==> src/rtl/blink_rate_ctrl.sv <==
// Button-driven blink-rate selector for the LED blinker: synchronizes and debounces BTN,
// cycles through four rates per debounced press and emits a one-cycle TICK at the selected period.
module blink_rate_ctrl #(
    parameter int BTN_ACTIVE_LOW  = 1,
    parameter int DEBOUNCE_CYCLES = 270_000,
    parameter int PERIOD0         = 27_000_000,
    parameter int PERIOD1         = 13_500_000,
    parameter int PERIOD2         = 6_750_000,
    parameter int PERIOD3         = 2_700_000
) (
    input  logic       CLK,
    input  logic       RST,
    input  logic       BTN,
    output logic       TICK,
    output logic       PRESS,
    output logic [1:0] RATE_SEL
);

    localparam int DB_W = (DEBOUNCE_CYCLES > 1) ? $clog2(DEBOUNCE_CYCLES) : 1;
    localparam logic [DB_W-1:0] DB_LAST = DB_W'(DEBOUNCE_CYCLES - 1);
    localparam logic RELEASED = (BTN_ACTIVE_LOW != 0);
    localparam int PERIODS [4] = '{PERIOD0, PERIOD1, PERIOD2, PERIOD3};

    typedef enum logic [1:0] {
        IDLE,
        PRESS_WAIT,
        HELD,
        RELEASE_WAIT
    } db_state_t;

    logic [1:0]      sync_reg;
    logic            btn_pressed;
    db_state_t       state_reg, state_next;
    logic [DB_W-1:0] db_cnt_reg, db_cnt_next;
    logic            press_next;
    logic            press_reg;
    logic            tick_reg;
    logic [1:0]      rate_reg;
    logic [24:0]     period_cnt_reg;
    logic [24:0]     limit_tab [4];
    logic [24:0]     period_limit;

    // Terminal counts, one per rate index.
    generate
        for (genvar gi = 0; gi < 4; gi++) begin : g_limit
            assign limit_tab[gi] = 25'(PERIODS[gi] - 1);
        end
    endgenerate

    always_ff @(posedge CLK) begin
        if (RST) begin
            sync_reg <= {RELEASED, RELEASED};
        end else begin
            sync_reg <= {sync_reg[0], BTN};
        end
    end

    assign btn_pressed = sync_reg[1] ^ RELEASED;

    always_ff @(posedge CLK) begin
        if (RST) begin
            state_reg  <= IDLE;
            db_cnt_reg <= '0;
        end else begin
            state_reg  <= state_next;
            db_cnt_reg <= db_cnt_next;
        end
    end

    always_comb begin
        state_next  = state_reg;
        db_cnt_next = db_cnt_reg;
        press_next  = 1'b0;
        case (state_reg)
            IDLE: begin
                if (btn_pressed) begin
                    state_next  = PRESS_WAIT;
                    db_cnt_next = '0;
                end
            end
            PRESS_WAIT: begin
                if (!btn_pressed) begin
                    state_next = IDLE;
                end else if (db_cnt_reg == DB_LAST) begin
                    state_next = HELD;
                    press_next = 1'b1;
                end else begin
                    db_cnt_next = db_cnt_reg + DB_W'(1);
                end
            end
            HELD: begin
                if (!btn_pressed) begin
                    state_next  = RELEASE_WAIT;
                    db_cnt_next = '0;
                end
            end
            RELEASE_WAIT: begin
                // A bounce back to pressed returns to HELD without a new press.
                if (btn_pressed) begin
                    state_next = HELD;
                end else if (db_cnt_reg == DB_LAST) begin
                    state_next = IDLE;
                end else begin
                    db_cnt_next = db_cnt_reg + DB_W'(1);
                end
            end
            default: begin
                state_next = IDLE;
            end
        endcase
    end

    assign period_limit = limit_tab[rate_reg];

    // A press restarts the period so the first tick at the new rate is a full period away.
    always_ff @(posedge CLK) begin
        if (RST) begin
            press_reg      <= 1'b0;
            rate_reg       <= 2'd0;
            period_cnt_reg <= '0;
            tick_reg       <= 1'b0;
        end else begin
            press_reg <= press_next;
            if (press_next) begin
                rate_reg       <= rate_reg + 2'd1;
                period_cnt_reg <= '0;
                tick_reg       <= 1'b0;
            end else if (period_cnt_reg == period_limit) begin
                period_cnt_reg <= '0;
                tick_reg       <= 1'b1;
            end else begin
                period_cnt_reg <= period_cnt_reg + 25'd1;
                tick_reg       <= 1'b0;
            end
        end
    end

    assign TICK     = tick_reg;
    assign PRESS    = press_reg;
    assign RATE_SEL = rate_reg;

endmodule

==> config.mk <==
export PLATFORM = sky130hd
export DESIGN_NAME = blink_rate_ctrl
export DESIGN_NICKNAME = d
export VERILOG_FILES = /design/src/rtl/blink_rate_ctrl.sv
export SDC_FILE = /design/constraint.sdc
export NUM_CORES = 1
export LEC_CHECK = 0
export CAP_MARGIN = 15
export CORE_MARGIN = 3
export CORE_UTILIZATION = 40
export DETAILED_ROUTE_END_ITERATION = 10
export MAX_ROUTING_LAYER = met4
export PLACE_DENSITY_LB_ADDON = 0.15
export SLEW_MARGIN = 40
export SYNTH_ARGS = -nofsm -noshare
export SYNTH_HDL_FRONTEND = slang
export SYNTH_SLANG_ARGS = --single-unit
==> constraint.sdc <==
create_clock -name CLK -period 2.6 [get_ports CLK]
set_input_delay 0.52 -clock CLK [delete_from_list [all_inputs] [get_ports CLK]]
set_output_delay 0.52 -clock CLK [all_outputs]
set_load 0.01 [all_outputs]
==> flow_metrics.env <==
export IMPL_startpoint_type="register"
export IMPL_p_clk_share_pct=36.2
export IMPL_worstRegToRegCells=8
export IMPL_fillers=614
export IMPL_layout_nets=317
export IMPL_n_antenna_cell=0
export IMPL_synth_edf_count=0
export IMPL_whs_endpoint="sync_reg[1]"
export IMPL_p_comb_share_pct=2.7
export IMPL_dpl_hpwl_um=3690
export IMPL_path_class="register to register"
export IMPL_max_cap_violations=0
export IMPL_syn_inst=301
export IMPL_power_switching_uw=287.9
export IMPL_r2r_start="RATE_SEL[1]"
export IMPL_clock_root_buffer="clkbuf_8"
export IMPL_cts_max_level=2
export IMPL_ys_types=40
export IMPL_die_x_um=86.35
export IMPL_internal_power_mw=1.033
export IMPL_r2r_end="period_cnt_reg[8]"
export IMPL_p_per_area_nw_per_um2=470.1
export IMPL_cts_sinks=52
export IMPL_ys_top_cells_by_count="dfxtp_1 (52), nor3_1 (31), nor2_1 (25), xnor2_1 (24), nand2_1 (23)"
export IMPL_coreArea_um2=6096
export IMPL_core_rowCount=28
export IMPL_timing_final_crit_share_pct=86.48
export IMPL_pin_count=7
export IMPL_ant_nets=0
export IMPL_ctsHoldBuffers=0
export IMPL_die_h_um=86.35
export IMPL_endpoint_kind="register"
export IMPL_holdPathStages=1
export IMPL_rsz0062_at_grt="no"
export IMPL_first_iter_violations=128
export IMPL_drtPass1Iterations=5
export IMPL_synth_seq_area_share_pct=40.31
export IMPL_drive_above_1_share_pct=7.443
export IMPL_synth_area_leader_cell="dfxtp_1"
export IMPL_drc=0
export IMPL_clock_latency_ns=0.30
export IMPL_synthesis_area_um2=2582
export IMPL_dieArea_um2=7456
export IMPL_finalMaxSlewViolations=0
export IMPL_syn_num_nets=310
export IMPL_crit_arrival_ns=2.43
export IMPL_cts_buffers=5
export IMPL_area_growth_pct=8.818
export IMPL_cts_repair_resize_count=0
export IMPL_reg2reg_slack_ns=0.35
export IMPL_seqPwrFrac_pct=61.1
export IMPL_synth_seq_cells=52
export IMPL_skew_ns=0.007733
export IMPL_cts_tree="yes"
export IMPL_vdd_drop_max_v=0.0002528
export IMPL_port_buffers=6
export IMPL_cp_required_ns=2.78
export IMPL_finalHoldViolCount=0
export IMPL_fmax_ghz=0.4447
export IMPL_period_needed_ns=2.249
export IMPL_yosysTopAreaCellShare_pct=40.31
export IMPL_grtUsageTotal_pct=15.73
export IMPL_synthArstFlopShare_pct=0
export IMPL_yosys_most_used_dff="dfxtp_1"
export IMPL_crit_fanout=17
export IMPL_routedWlPerCell_um=13.71
export IMPL_viasPerCell=5.440
export IMPL_whs_ns=0.4183
export IMPL_tightest_slew_ns=0.6795
export IMPL_initial_core_util_pct=42.36
export IMPL_grt_pass1_vias=1939
export IMPL_cts_clk_slew_worst_paths_ns=0.09
export IMPL_overflow=0
export IMPL_p_leak_nw=0.8910
export IMPL_cts_buffer_depth=2
export IMPL_route_vias_total=2089
export IMPL_yosysMostFrequentCell="dfxtp_1"
export IMPL_largest_reg_flops=25
export IMPL_post_cts_buffers=0
export IMPL_min_path_type="register to register"
export IMPL_hold_start="sync_reg[0]"
export IMPL_synth_avg_cell_area_um2=8.580
export IMPL_finalSetupTns_ns=0
export IMPL_synthTopCellsByArea="dfxtp_1 (40%), xnor2_1 (8.1%), nor3_1 (6.0%), xor2_1 (4.1%), nor2_1 (3.6%)"
export IMPL_gp_congestion=0.8133
export IMPL_seq_area_um2=1042
export IMPL_grt_max_degree=26
export IMPL_grt_pass1_wl_um=9301
export IMPL_multi_input_area_um2=1445
export IMPL_antenna_found_initial=0
export IMPL_yosysWarnings=0
export IMPL_relSlewSlack_pct=54.60
export IMPL_wirelength_um=5265
export IMPL_status="complete, no violations"
export IMPL_setup_viol=0
export IMPL_p_sw_share_pct=21.80
worst max path at each step:
stage,from,endpoint,depth (start not counted),slack [ns]
final,RATE_SEL[1],period_cnt_reg[8],8,0.35
after global placement,RATE_SEL[1],period_cnt_reg[15],8,0.39
after floorplan,RATE_SEL[0],period_cnt_reg[21],8,0.35
after global routing,RATE_SEL[1],period_cnt_reg[3],8,0.11
after detailed placement,RATE_SEL[1],period_cnt_reg[13],8,0.27
after CTS,RATE_SEL[1],period_cnt_reg[24],8,0.22
metal layers:
layer	up-vias	GRT usage, %	wire length, um
li1	1090	-	-
met1	977	22.86	2940
met2	20	22.11	2204
met3	2	3.137	90
met4	0	4.249	29
met5	-	-	0
power groups by stage:
| stage | registers [mW] | clock network (mW) | logic, mW |
|---|---|---|---|
| 6_report | 0.807 | 0.479 | 0.0354 |
| 5_1_grt | 0.809 | 0.535 | 0.0392 |
| 3_3_place_gp | 0.826 | 0 | 0.0360 |
| 2_1_floorplan | 0.825 | 0 | 0.0251 |
| 4_1_cts | 0.807 | 0.496 | 0.0361 |
| 3_5_place_dp | 0.826 | 0 | 0.0360 |
kinds of logic after synthesis:
| group | count (synthesis) | share of synthesized area [%] |
|---|---|---|
| buffers and inverters | 20 | 3.731 |
| DFF | 52 | 40.31 |
| and+or+nand+nor | 151 | 31.98 |
| muxes | 1 | 0.3876 |
| adders and majority gates | 6 | 2.907 |
| xor gates and xnor gates | 36 | 12.21 |
| AOI/OAI and AO/OA | 35 | 8.479 |
stage by stage:
stage                     std cells  setup WS (ns)  utilization (%)  total power, mW  cell area, um2
after floorplan                 301         0.3475                -           0.8497            2582
after global routing            384         0.1091            46.10            1.383            2810
after detailed placement        376         0.2660            44.60           0.8618            2719
after CTS                       384         0.2234            46.08            1.339            2809
final                           384         0.3514            46.10            1.321            2810
after global placement          376         0.3858            44.60           0.8616            2719
cell usage in the layout (no fill, tap or decap), types with 5 or more instances in the layout:
master / n
inv_1: 7
xor2_1: 12
a31oi_1: 12
clkbuf_8: 6
nor2_1: 25
nand2_1: 23
and3_1: 5
xnor2_1: 24
nand3_1: 18
buf_4: 7
nor3_1: 31
nand4_1: 10
a21oi_1: 9
or3_1: 5
dfxtp_1: 51
ha_1: 6
nor4_1: 7
clkdlybuf4s50_1: 6
critical path, cell delays in order (launching register included):
cell and delay, ns:
dfxtp_2 0.40, inv_1 0.07, ha_1 0.31, nor4b_1 0.32
a31oi_1 0.08, a2111oi_0 0.31, nor4b_4 0.29, buf_4 0.27
nor3_1 0.08
final cells by class:
cell class / count / share of cell area (%)
Multi-Input combinational cell: 229 / 51.42
Sequential cell: 52 / 37.09
Timing Repair Buffer: 13 / 4.007
Tap cell: 75 / 3.339
Clock buffer: 8 / 3.206
Inverter: 7 / 0.9350
Power figures use the tool's default switching activity.
